$ cat src/rtl/jh_fdtd_sequencer.sv
// jh_fdtd_sequencer: run controller for the PE4FDTD array.
// Serializes host word writes/reads onto the shared PE load bus, sequences
// a run (PE clear, computing_on for the programmed iterations, settle tail),
// and reports busy/done/timeout plus the elapsed run cycle count.
//
// Ports
//   clk, rst                     clock, asynchronous active-low reset
//   cmd_valid/ready/op/pe/addr/data   host command channel
//                                op: 0=WRITE 1=READ 2=RUN 3=ABORT
//   rsp_valid, rsp_data          READ response (pulse / held data)
//   pe_target/addr/data/we       shared PE load bus
//   pe_rst                       synchronous clear to all PEs
//   computing_on, iteration_num  run control to all PEs
//   finish_all, pe_rdata         status/readback from the PE array
//   busy, done, timeout          controller status
//   run_cycles                   cycles computing_on was high in last run
module jh_fdtd_sequencer #(
  parameter int unsigned NUM_PE   = 20,
  parameter int unsigned Z_SIZE   = 110,
  parameter int unsigned READ_LAT = 2,
  parameter int unsigned SETTLE   = 16,
  parameter logic [31:0] TIMEOUT  = 32'd2000000
) (
  input  logic        clk,
  input  logic        rst,
  input  logic        cmd_valid,
  output logic        cmd_ready,
  input  logic [1:0]  cmd_op,
  input  logic [5:0]  cmd_pe,
  input  logic [6:0]  cmd_addr,
  input  logic [26:0] cmd_data,
  output logic        rsp_valid,
  output logic [26:0] rsp_data,
  output logic [5:0]  pe_target,
  output logic [6:0]  pe_addr,
  output logic [26:0] pe_data,
  output logic        pe_we,
  output logic        pe_rst,
  output logic        computing_on,
  output logic [15:0] iteration_num,
  input  logic        finish_all,
  input  logic [26:0] pe_rdata,
  output logic        busy,
  output logic        done,
  output logic        timeout,
  output logic [31:0] run_cycles
);

  localparam int unsigned PE_W   = 6;
  localparam int unsigned ADDR_W = 7;
  localparam int unsigned RC_W   = 32;
  localparam int unsigned CNT_W  = 16;

  localparam logic [1:0] OP_WRITE = 2'd0;
  localparam logic [1:0] OP_READ  = 2'd1;
  localparam logic [1:0] OP_RUN   = 2'd2;
  localparam logic [1:0] OP_ABORT = 2'd3;

  typedef enum logic [2:0] {
    S_IDLE, S_WR, S_RD_WAIT, S_CLR, S_RUN, S_SETTLE, S_ABORT
  } state_t;

  state_t             state;
  logic [CNT_W-1:0]   cnt;
  logic               rd_drop;

  logic               cmd_fire;
  logic               cmd_in_range;
  logic               abort_req;
  logic [RC_W-1:0]    run_cycles_inc;
  logic               wdog_hit;

  // Only ABORT may enter while a run is in flight; everything else stalls.
  assign cmd_ready = (state == S_IDLE) ||
                     (((state == S_RUN) || (state == S_SETTLE)) && (cmd_op == OP_ABORT));

  assign cmd_fire     = cmd_valid && cmd_ready;
  assign cmd_in_range = (cmd_pe < PE_W'(NUM_PE)) && (cmd_addr < ADDR_W'(Z_SIZE));
  assign abort_req    = cmd_valid && (cmd_op == OP_ABORT);

  // Saturating elapsed-cycle count and watchdog compare on the next value.
  assign run_cycles_inc = (&run_cycles) ? run_cycles : run_cycles + RC_W'(1);
  assign wdog_hit       = (run_cycles_inc >= TIMEOUT);

  // Controller FSM with registered outputs.
  always_ff @(posedge clk or negedge rst) begin
    if (!rst) begin
      state         <= S_IDLE;
      cnt           <= '0;
      rd_drop       <= 1'b0;
      rsp_valid     <= 1'b0;
      rsp_data      <= '0;
      pe_target     <= '0;
      pe_addr       <= '0;
      pe_data       <= '0;
      pe_we         <= 1'b0;
      pe_rst        <= 1'b0;
      computing_on  <= 1'b0;
      iteration_num <= '0;
      busy          <= 1'b0;
      done          <= 1'b0;
      timeout       <= 1'b0;
      run_cycles    <= '0;
    end else begin
      rsp_valid <= 1'b0;
      case (state)
        S_IDLE: begin
          if (cmd_fire) begin
            case (cmd_op)
              OP_WRITE: begin
                // Out-of-range writes are accepted and silently dropped.
                if (cmd_in_range) begin
                  pe_target <= cmd_pe;
                  pe_addr   <= cmd_addr;
                  pe_data   <= cmd_data;
                  pe_we     <= 1'b1;
                  state     <= S_WR;
                  busy      <= 1'b1;
                end
              end
              OP_READ: begin
                // Dropped reads keep the bus still and answer zero.
                rd_drop <= !cmd_in_range;
                if (cmd_in_range) begin
                  pe_target <= cmd_pe;
                  pe_addr   <= cmd_addr;
                end
                pe_we <= 1'b0;
                cnt   <= '0;
                state <= S_RD_WAIT;
                busy  <= 1'b1;
              end
              OP_RUN: begin
                iteration_num <= cmd_data[15:0];
                done          <= 1'b0;
                timeout       <= 1'b0;
                run_cycles    <= '0;
                if (cmd_data[15:0] == '0) begin
                  done <= 1'b1;
                end else begin
                  pe_rst <= 1'b1;
                  cnt    <= '0;
                  state  <= S_CLR;
                  busy   <= 1'b1;
                end
              end
              default: ;
            endcase
          end
        end

        S_WR: begin
          pe_we <= 1'b0;
          state <= S_IDLE;
          busy  <= 1'b0;
        end

        S_RD_WAIT: begin
          if (cnt == CNT_W'(READ_LAT - 1)) begin
            rsp_data  <= rd_drop ? '0 : pe_rdata;
            rsp_valid <= 1'b1;
            state     <= S_IDLE;
            busy      <= 1'b0;
          end else begin
            cnt <= cnt + CNT_W'(1);
          end
        end

        S_CLR: begin
          if (cnt == CNT_W'(1)) begin
            pe_rst       <= 1'b0;
            computing_on <= 1'b1;
            state        <= S_RUN;
          end else begin
            cnt <= cnt + CNT_W'(1);
          end
        end

        S_RUN: begin
          run_cycles <= run_cycles_inc;
          if (abort_req || wdog_hit) begin
            computing_on <= 1'b0;
            pe_rst       <= 1'b1;
            timeout      <= wdog_hit;
            cnt          <= '0;
            state        <= S_ABORT;
          end else if (finish_all) begin
            // The cycle finish_all is seen already counts toward the settle tail.
            if (SETTLE <= 1) begin
              computing_on <= 1'b0;
              done         <= 1'b1;
              state        <= S_IDLE;
              busy         <= 1'b0;
            end else begin
              cnt   <= CNT_W'(1);
              state <= S_SETTLE;
            end
          end
        end

        S_SETTLE: begin
          run_cycles <= run_cycles_inc;
          if (abort_req || wdog_hit) begin
            computing_on <= 1'b0;
            pe_rst       <= 1'b1;
            timeout      <= wdog_hit;
            cnt          <= '0;
            state        <= S_ABORT;
          end else if (cnt == CNT_W'(SETTLE - 1)) begin
            computing_on <= 1'b0;
            done         <= 1'b1;
            state        <= S_IDLE;
            busy         <= 1'b0;
          end else begin
            cnt <= cnt + CNT_W'(1);
          end
        end

        S_ABORT: begin
          if (cnt == CNT_W'(1)) begin
            pe_rst <= 1'b0;
            state  <= S_IDLE;
            busy   <= 1'b0;
          end else begin
            cnt <= cnt + CNT_W'(1);
          end
        end

        default: begin
          state <= S_IDLE;
          busy  <= 1'b0;
        end
      endcase
    end
  end

endmodule

$ cat config.mk
export PLATFORM = sky130hd
export DESIGN_NAME = jh_fdtd_sequencer
export DESIGN_NICKNAME = d
export VERILOG_FILES = /design/src/rtl/jh_fdtd_sequencer.sv
export SDC_FILE = /design/constraint.sdc
export NUM_CORES = 1
export LEC_CHECK = 0
export BUFFER_PORTS_ARGS = -buffer_cell sky130_fd_sc_hd__clkbuf_2
export CAP_MARGIN = 25
export CORE_UTILIZATION = 40
export CTS_CLUSTER_DIAMETER = 30
export DETAILED_ROUTE_END_ITERATION = 16
export SLEW_MARGIN = 20
export SYNTH_ARGS = -nofsm -noshare
export SYNTH_HDL_FRONTEND = slang
export SYNTH_SLANG_ARGS = --single-unit
$ cat constraint.sdc
create_clock -name clk -period 3.5 [get_ports clk]
set_input_delay 0.35 -clock clk [delete_from_list [all_inputs] [get_ports clk]]
set_output_delay 0.35 -clock clk [all_outputs]
set_load 0.03 [all_outputs]
======== Word-level counts from Yosys, hierarchy flattened ========
Index checks and enable logic that the tools add are counted.
word-level totals
  bits in registers ....................... 142
  memory bits (read-only) ................. 0
  word-level logic and storage cells ...... 146
  memory bits (writable) .................. 0
  memories kept ........................... 0
  latch bits .............................. 0
  output and inout bits ................... 123
  input bits .............................. 73
cells by class
  equal/unequal tests ..................... 30
  shift-type cells ........................ 0
  div/mod/pow operators ................... 0
  muxes and demuxes ....................... 56
  $mul .................................... 0
  reductions and logical operators ........ 38
  $add $sub $neg .......................... 2
  magnitude comparators ................... 3
  bitwise logic cells ..................... 1
operators by type and width
  kind                                                                     number
  16-bit two-way mux                                                       7
  32-bit two-way mux                                                       3
  16-bit one-hot mux with 4 select lines                                   1
  32-bit one-hot mux with 2 select lines                                   1
  32-bit by 1-bit adder with 32-bit output, second input constant          1
  32-bit by 21-bit >= comparator with 1-bit output, second input constant  1
  16-bit one-hot mux with 2 select lines                                   1
  32-bit AND reduction                                                     1
  27-bit two-way mux                                                       1
  3-bit two-way mux                                                        9
  1-bit two-way mux                                                        23
  4-bit AND reduction                                                      5
  16-bit by 1-bit adder with 16-bit output, second input constant          1
  16-bit by 1-bit == test with 1-bit output, second input constant         1
  16-bit by 4-bit == test with 1-bit output, second input constant         1
  16-bit zero test                                                         1
  8-bit AND reduction                                                      2
  3-bit one-hot mux with 5 select lines                                    1
  2-bit by 1-bit inequality test with 1-bit output, second input constant  6
  2-bit inequality test, second input constant                             5
  2-bit OR reduction                                                       5
  3-bit == test, second input constant                                     3
  3-bit by 1-bit inequality test with 1-bit output, second input constant  3
  3-bit inequality test, second input constant                             3
  27 further kinds                                                         44

======== Longest topological paths before layout ========
Gate-level depths: netlist of run 1.
  depth in word-level cells ............... 7
  gate-level depth with buffers ........... 14
  mapped depth without buffers ............ 11

======== Least setup slack after synthesis of run 1 ========
Ideal clock, no wire load.
  path type ............................... flip-flop to flip-flop
  start ................................... reg run_cycles[21]
  end ..................................... reg cnt[13]
  path buffers ............................ 4
  setup time .............................. 134 ps
  arrival ................................. 3266 ps
  cell stages (with the launch flop) ...... 15
  slack ................................... 100 ps
  required time ........................... 3366 ps
  clock period less this slack ............ 3400 ps
  cells stage by stage .................... dfrtp_1 buf_2 nand2_1 or4_1 buf_2 or3_4 buf_6 nand4_1 xor2_1 a211o_1 o21a_4 a22o_4 buf_6 a21oi_2 a31oi_1
between the ends
  longest elaborated chain between the ends .. 6
  elaborated cells between the ends (all ways) .. 11
  those cells by class .................... add/sub: 1; order compare: 1; eq/ne: 2; mux: 4; reduce/logical: 3
RTL lines
  what                                                                                     line      text
  start, declared                                                                          46        output logic [31:0] run_cycles
  start signal, assigned                                                                   180       run_cycles <= run_cycles_inc;
  start signal, assigned                                                                   202       run_cycles <= run_cycles_inc;
  32-bit by 1-bit adder with 32-bit output or 32-bit AND reduction (tied branches)         82        assign run_cycles_inc = (&run_cycles) ? run_cycles : run_cycles + RC_W'(1);
  32-bit two-way mux *                                                                     82
  32-bit by 21-bit >= comparator with 1-bit output *                                       83        assign wdog_hit = (run_cycles_inc >= TIMEOUT);
  1-bit logical OR *                                                                       181, 203
  3-bit inequality test (no line) (tied with other cells)                                  -
  7-bit AND reduction (no line) or 16-bit one-hot mux with 4 select lines (tied branches)  -
  end signal, assigned                                                                     175       cnt <= cnt + CNT_W'(1);
  end signal, assigned                                                                     215       cnt <= cnt + CNT_W'(1);
  end signal, assigned                                                                     225       cnt <= cnt + CNT_W'(1);
  end, declared                                                                            64        logic [CNT_W-1:0] cnt;
Mark *: on every way between the ends. The rest lies on a longest branch, timed or not.
A chain may end at the register's enable or synchronous reset.

======== Worst setup path after layout of run 1 ========
  start ................................... reg run_cycles[19]
  end ..................................... reg cnt[4]
Same word-level chain as after synthesis.

==> implementation parameters, run 1 <==
Parameter                              Value

Run status
  Run status    finished clean

Die
  Chip Width    137 um
  Die Ht    137 um
  Total I/O pin count    196
  Core box area    18000 um^2
  Number of cell rows    49
  Initial cell density of the core    0.407
  Full die area    18800 um^2

Timing
  Max frequency    309 MHz
  Period Utilization, post-route    0.925
  Final setup slack of the worst path    0.264 ns
  Slew at the pin with the worst max-slew slack    0.775 ns
  Final setup violating endpoints    0
  Pins over their slew limit    0
  Shortest clock period the worst path allows after layout    3.24 ns
  Final Hold Fails    0
  Setup Skew    0.0106 ns
  Setup repair after global routing missed its margin    false
  Total negative slack    0 ns
  Worst slew slack as a fraction of its limit    0.483

Global routing
  Pin count of the biggest net entering global routing    85
  Total global routing overflow    0
  Global-route wire length before repair    32.4 mm
  Global Route Usage Sum    0.222
  Via count of the first global-routing pass    6261
  Number of antenna violations at the first check in global routing    0

Synthesis
  Count of flip-flops with a built-in enable after synthesis    0
  Syn Inst Count    788
  Post-synthesis register bit count    142
  Library cells used by synthesis    64
  Fraction of the yosys area taken by sequential cells    0.486
  Synth warn    0
  Post-Syn Area    7320 um^2
  Primary flip-flop cell chosen by synthesis mapping    dfrtp_1
  Syn_area_per_cell    9.29 um^2
  Share of async-settable or async-resettable flops after synthesis    1.00
  Synthesized Nets    868

Worst hold path
  Startpoint of the tightest hold check path    cmd_data[5]
  Instance count along the most critical hold path    3
  Type of the worst min-delay path    in -> reg
  Worst hold path endpoint    iteration_num[5]

Route
  Vias/cell    5.30
  DRC errors left    0
  1st-pass router iterations    5
  Detail-routed net length per standard cell    16.1 um
  Detailed-route via count    6573
  Number of nets with antenna violations after routing    0
  DRT Wirelength    20.0 mm
  Detailed Route Iter0 Violations    386

Critical path
  Sum of buffers and inverters on the critical path    0
  RR Endpoint    cnt[4]
  Crit-path slowest cell    or4_1
  Cell-by-cell listing of the critical path    nand2_1, or4_1, or3_4, and3_1, xnor2_1, nor4bb_2, o21a_4, a22o_4, and2_1, o2bb2ai_1
  Critical Setup Path Class    reg -> reg
  Critical Path Source Type    flip-flop
  CP arrival    3.58 ns
  Worst-case register-to-register setup slack    0.26 ns
  Crit end category    flip-flop
  Crit Reg-Reg Startpoint    run_cycles[19]
  Worst reg-to-reg path cell count    10
  Critical path required time    3.85 ns
  Maximum fanout count along the critical path    13
  Family with the most delay on the worst path    simple AND/OR/NAND/NOR gates
  Largest stage delay, worst path    0.54 ns

Clock network
  Number of clock sinks    142
  Maximum buffer depth of the clock tree    2
  Cts bufs inserted    17
  Maximum level of the CTS H-tree    4
  Clock tree from TritonCTS    done
  Clock slew seen by the registers of the worst setup and hold paths    0.07 ns
  Latest clock arrival within the worst-skew pair    0.42 ns
  Clk Tree Root Cell    clkbuf_16

Cells and area
  Total area of sequential cells    3550 um^2
  Layout Cells excl Fill    1241
  Post-synthesis to final-layout area growth    28.0%
  Inserted Diodes    0
  Layout Cell Area excl Fill    9360 um^2
  Filler cells    1717
  Share of post-route cells with drive strength above 1    0.326
  Net count of the finished layout    1079
  Share of the core filled with cells in the final layout    0.521
  Area occupied by multi-input gates    3510 um^2

Power
  Leakage power    4.53 nW
  IR Drop Worst-Case VDD    0.000500 V
  Pwr Density    850 nW/um^2

Place
  Setup WS pre-CTS    0.140 ns
  Detail Placement HPWL    14.2 mm
  Count of input and output buffers    195
  Placed standard-cell area    8680 um^2
  Placer's final routability congestion estimate    0.898
  Placed insts    1205

Run
  Total of max-cap violations    0
-- registers in the layout, indices dropped and copies added (netlist names), 3 cells and up --
register / count
pe_data: 27
pe_target: 6
cnt: 16
run_cycles: 32
iteration_num: 16
rsp_data: 27
pe_addr: 7
state: 3
-- kinds of logic after synthesis --
family                   count (synthesis)  share of synthesized area
AO/OA/AOI/OAI                          170                      0.148
XOR/XNOR                                13                     0.0156
adder cells (fa/ha/maj)                  7                     0.0120
buffers and inverters                   67                     0.0385
flip-flops                             142                      0.486
multiplexers                            49                     0.0742
AND/OR/NAND/NOR                        340                      0.226
-- per-layer routing --
metal  share of wire  global-route usage  up-vias
met5               0                   0        -
met4           0.021              0.0708        0
met3           0.058              0.0592       28
met2            0.47               0.360      200
met1            0.45               0.287     3129
li1                -                   -     3216
-- final cells by class --
type / count / share of cell area
clock buffers: 18 / 0.0469
clock inverters: 14 / 0.0187
inverters: 23 / 0.00922
multi-input cells: 580 / 0.375
flip-flops and latches: 142 / 0.380
well taps: 229 / 0.0306
repair buffers: 235 / 0.140
-- metrics by stage --
step	hold slack [ns]	total power, mW
CTS	0.138	7.96
global route	0.140	8.47
detailed placement	0.369	6.03
floorplan	0.0544	4.95
global placement	0.361	5.98
finish	0.157	7.96
-- report_power, final --
part | total, mW | switching [mW] | internal (mW)
clock network | 1.88 | 0.781 | 1.10
logic | 3.41 | 2.27 | 1.14
registers | 2.66 | 0.449 | 2.21
total | 7.96 | 3.50 | 4.45
-- Yosys cell counts (all sizes together), types with 2 or more instances --
cell,number,area share
xnor2,6,0.0072
mux2,42,0.065
nor3,12,0.0082
nand2,137,0.071
and4,5,0.0060
nand4,16,0.016
a21boi,4,0.0041
nand4b,2,0.0024
a22o,2,0.0036
and3,19,0.016
or4,3,0.0031
mux2i,7,0.0096
nand2b,29,0.025
a21oi,22,0.021
a22oi,3,0.0031
buf,12,0.010
xor2,7,0.0084
nor2b,3,0.0026
nand3,28,0.019
clkbuf,32,0.016
a211oi,2,0.0021
ha,7,0.012
o31ai,12,0.012
or3,3,0.0032
nor2,58,0.030
a31oi,20,0.017
a21o,4,0.0041
o211ai,2,0.0021
o311a,2,0.0027
o21a,4,0.0051
o22ai,5,0.0043
nor4,14,0.013
o21ai,77,0.053
a211o,2,0.0024
o2bb2ai,2,0.0024
inv,23,0.012
dfrtp,142,0.49
and2,4,0.0034
-- placed cells by master (no fill, tap or decap), types with 3 or more instances in the layout --
cell	Yosys	final
nand4_1	15	15
xnor2_1	6	6
dfrtp_1	142	142
or4_1	3	3
mux2_2	42	42
a22oi_1	3	3
clkbuf_2	0	194
a31oi_1	20	20
o21ai_0	71	71
clkbuf_16	0	17
nor4_1	13	12
mux2i_1	7	7
o21ai_1	5	5
a21o_1	4	4
and4_1	5	5
a21oi_1	12	12
nand2_1	136	136
inv_1	23	23
ha_1	7	7
o22ai_1	5	5
and3_1	19	19
nor2_1	58	58
nor3_1	12	12
inv_8	0	3
nand2b_1	29	29
xor2_1	7	7
a21oi_2	9	9
inv_6	0	5
buf_4	0	37
o31ai_1	12	12
nor2b_1	3	3
and2_1	4	4
a21boi_0	4	4
nand3_1	28	28
o21a_1	3	3
-- repair_timing --
item	in CTS	in global routing
resized for setup	0	3
setup buffers	0	2
hold buffers	1	0
hold endpoints to repair	58	0
setup endpoints to repair	0	17
-- how the worst max path moves through the flow --
stage              startpoint       to  slack [ns]  cells past startpoint
2_1_floorplan  run_cycles[21]  cnt[13]        0.10                     14
3_3_place_gp   run_cycles[19]   cnt[5]        0.20                     10
3_5_place_dp    run_cycles[0]   cnt[4]        0.14                     11
4_1_cts        run_cycles[19]   cnt[4]        0.12                     10
5_1_grt         run_cycles[1]   cnt[4]        0.05                     11
6_report       run_cycles[19]   cnt[4]        0.26                     10
-- worst register-to-register path, delay by kind of cell, from the launching register on --
| kind | cells | cell delay [ns] |
|---|---|---|
| AO/OA/AOI/OAI | 3 | 0.64 |
| XOR/XNOR | 1 | 0.18 |
| flip-flops | 1 | 0.43 |
| AND/OR/NAND/NOR | 6 | 1.92 |
No activity file was read; power rests on OpenSTA's default activity.
==> inputs of run 2 (changes only) <==
--- a/config.mk
+++ b/config.mk
@@ -10,6 +10,7 @@
 export CORE_UTILIZATION = 40
 export CTS_CLUSTER_DIAMETER = 30
 export DETAILED_ROUTE_END_ITERATION = 16
+export PLACE_DENSITY = 0.66
 export SLEW_MARGIN = 20
 export SYNTH_ARGS = -nofsm -noshare
 export SYNTH_HDL_FRONTEND = slang
==> run 2 against run 1 <==
Sequential power about the same. Total power decreased by 0.78%. Worst hold slack got worse by 0.0083 ns. Register-to-register slack got worse by 0.07 ns. Via count about the same. Clock power decreased by 3%. Non-clock buffer count decreased by 1. Critical path depth increased by 1. Count of clock-buffer cells in the layout decreased by 1. Core utilization decreased by 0.24 points. Combinational power about the same. Routed wire length decreased by 0.26%. Largest cell class unchanged.
==> implementation parameters, run 2 (synthesis gave the netlist of run 1 again) <==
Parameter                              Value

Run status
  Run status    finished clean

Clock network
  Clock tree from TritonCTS    done
  Clock slew seen by the registers of the worst setup and hold paths    0.07 ns (about the same)
  Clk Tree Root Cell    clkbuf_16
  Latest clock arrival within the worst-skew pair    0.43 ns (about the same)
  Cts bufs inserted    17 (unchanged)
  Number of clock sinks    142 (unchanged)
  Maximum level of the CTS H-tree    4 (unchanged)
  Maximum buffer depth of the clock tree    2 (unchanged)

Critical path
  Critical Setup Path Class    reg -> reg
  Maximum fanout count along the critical path    13 (unchanged)
  RR Endpoint    cnt[4]
  Critical path required time    3.85 ns (about the same)
  Worst-case register-to-register setup slack    0.19 ns (-0.07 ns)
  Crit end category    flip-flop
  Crit path top cell by count    nand4_1
  Cell-by-cell listing of the critical path    ha_1, and4_1, nand4_1, or4_4, mux2_2, nand4_1, nor4bb_2, o21a_4, a22o_4, and2_1, o2bb2ai_1
  Worst reg-to-reg path cell count    11 (+1)
  Crit-path slowest cell    or4_4
  Crit Reg-Reg Startpoint    run_cycles[0]
  CP arrival    3.66 ns (+0.08 ns)
  Critical Path Source Type    flip-flop
  Largest stage delay, worst path    0.55 ns (about the same)

Die
  Full die area    18800 um^2 (unchanged)
  Initial cell density of the core    0.407 (unchanged)
  Total I/O pin count    196 (unchanged)
  Number of cell rows    49 (unchanged)
  Core box area    18000 um^2 (unchanged)
  Die Ht    137 um (unchanged)
  Chip Width    137 um (unchanged)

Route
  DRC errors left    0 (unchanged)
  Detailed-route via count    6571 (-0.030%)
  DRT Wirelength    19.9 mm (-0.26%)
  1st-pass router iterations    5 (unchanged)
  Vias/cell    5.30 (about the same)
  Detailed Route Iter0 Violations    474 (+23%)
  Number of nets with antenna violations after routing    0 (unchanged)
  Detail-routed net length per standard cell    16.1 um (-0.18%)

Cells and area
  Layout Cell Area excl Fill    9320 um^2 (-0.45%)
  Commonest cells after routing, fill and taps aside    clkbuf_2 (194), dfrtp_1 (142), nand2_1 (136)
  Post-synthesis to final-layout area growth    27.4%
  Filler cells    1690 (-1.6%)
  Share of the core filled with cells in the final layout    0.519 (-0.00237)
  Net count of the finished layout    1078 (-0.093%)
  Largest registers in the final layout    run_cycles (32), pe_data (27), rsp_data (27)
  Largest Register    run_cycles
  Share of post-route cells with drive strength above 1    0.325 (-0.000667)
  Flip-flop count of the largest register, all copies and words added    32 (unchanged)
  Inserted Diodes    0 (unchanged)
  Most common cell after layout, fill and taps aside    clkbuf_2

Power
  Gate power share    0.431 (+0.002)
  Flop pwr share    0.337 (+0.003)
  Total power of the final layout    7.89 mW (-0.78%)
  Relative contribution of the clock network to total power    0.231 (-0.005)
  Pwr Density    847 nW/um^2 (-0.32%)
  Net switching component of the power    3.54 mW (+0.94%)
  Internal portion of total power    4.36 mW (-2.1%)
  Leakage power    4.51 nW (-0.42%)
  IR Drop Worst-Case VDD    0.000566 V (+13%)
  Switching share of power    0.448 (+0.00762)

Place
  Detail Placement HPWL    14.2 mm (about the same)
  Placed standard-cell area    8660 um^2 (-0.26%)
  Count of input and output buffers    195 (unchanged)
  Placer's final routability congestion estimate    0.896 (-0.23%)
  Setup WS pre-CTS    0.0586 ns (-0.0816 ns)

Worst hold path
  Startpoint of the tightest hold check path    cmd_pe[0]
  Instance count along the most critical hold path    2 (-1)
  Worst hold path endpoint    pe_target[0]
  Type of the worst min-delay path    in -> reg

Global routing
  Global Route Usage Sum    0.222 (+0.000391)
  Pin count of the biggest net entering global routing    75 (-12%)
  Number of antenna violations at the first check in global routing    0 (unchanged)
  Global-route wire length before repair    32.3 mm (-0.11%)
  Via count of the first global-routing pass    6198 (-1.0%)
  Total global routing overflow    0 (unchanged)

Timing
  Period Utilization, post-route    0.944 (+0.0197)
  Shortest clock period the worst path allows after layout    3.31 ns (+0.0690 ns)
  Final setup violating endpoints    0 (unchanged)
  Max frequency    303 MHz (-2.1%)
  Worst slew slack as a fraction of its limit    0.494 (+0.0103)
  Worst hold slack    0.149 ns (-0.00834 ns)
  Pins over their slew limit    0 (unchanged)
  Setup Skew    0.0109 ns (+0.000279 ns)
  Final Hold Fails    0 (unchanged)
  Final setup slack of the worst path    0.195 ns (-0.0690 ns)
  Slew at the pin with the worst max-slew slack    0.759 ns (-0.0154 ns)

Run
  Total of max-cap violations    0 (unchanged)
## run 2: cell count changes in the layout (fill, tap and decap cells not counted), sizes merged
cell    previous run  this run
buf               40        39
bufinv             2         1
clkbuf           212       211
clkinv             3         4
inv               31        32
## run 2: routing by layer
layer  up-vias  global-route usage  routed length, um
met5         -                   0                  0
met2       223               0.353               9500
li1       3208                   -                  -
met4         0              0.0751                378
met3        24              0.0603               1390
met1      3116               0.292               8650
## run 2: power groups by stage
stage | logic (mW) | registers, mW | clock network (mW)
3_5_place_dp | 3.36 | 2.68 | 0
2_1_floorplan | 1.28 | 3.67 | 0
3_3_place_gp | 3.32 | 2.65 | 0
4_1_cts | 3.37 | 2.66 | 1.87
6_report | 3.40 | 2.66 | 1.83
5_1_grt | 3.68 | 2.76 | 1.95
## run 2: timing repair
| item | in CTS | in global routing |
|---|---|---|
| resized for setup | 0 | 3 |
| hold endpoints to repair | 73 | 0 |
| setup endpoints to repair | 0 | 17 |
| hold buffers | 1 | 0 |
| buffers inserted | 0 | 4 |
## run 2: worst max path at each step
| stage | start | end | slack [ns] | cells past startpoint |
|---|---|---|---|---|
| after CTS | run_cycles[0] | cnt[4] | 0.05 | 11 |
| final | run_cycles[0] | cnt[4] | 0.19 | 11 |
| after detailed placement | run_cycles[0] | cnt[5] | 0.06 | 11 |
| after global routing | run_cycles[0] | cnt[2] | -0.01 | 11 |
| after global placement | run_cycles[0] | cnt[5] | 0.14 | 11 |
| after floorplan | run_cycles[21] | cnt[13] | 0.10 | 14 |
## run 2: per-stage QoR
step | instances | TNS, ns
after floorplan | 788 | 0
after global placement | 1202 | 0
after detailed placement | 1202 | 0
after CTS | 1235 | 0
after global routing | 1240 | -0.0266
final | 1240 | 0
## run 2: worst max-delay path: cells and delay by family, from the launching register on
kind / cells / cell delay [ns]
compound gates: 3 / 0.64
fa+ha+maj: 1 / 0.21
flops: 1 / 0.42
mux: 1 / 0.26
simple gates: 6 / 1.70
## run 2: area by class of cell
class,count,area [um^2],area share
timing repair buffer,234,1290,0.138
clock buffer,17,425,0.0456
inverter,23,86.3,0.00926
tap,229,287,0.0307
multi-input combinational,580,3510,0.377
sequential,142,3550,0.381
clock inverter,15,169,0.0181
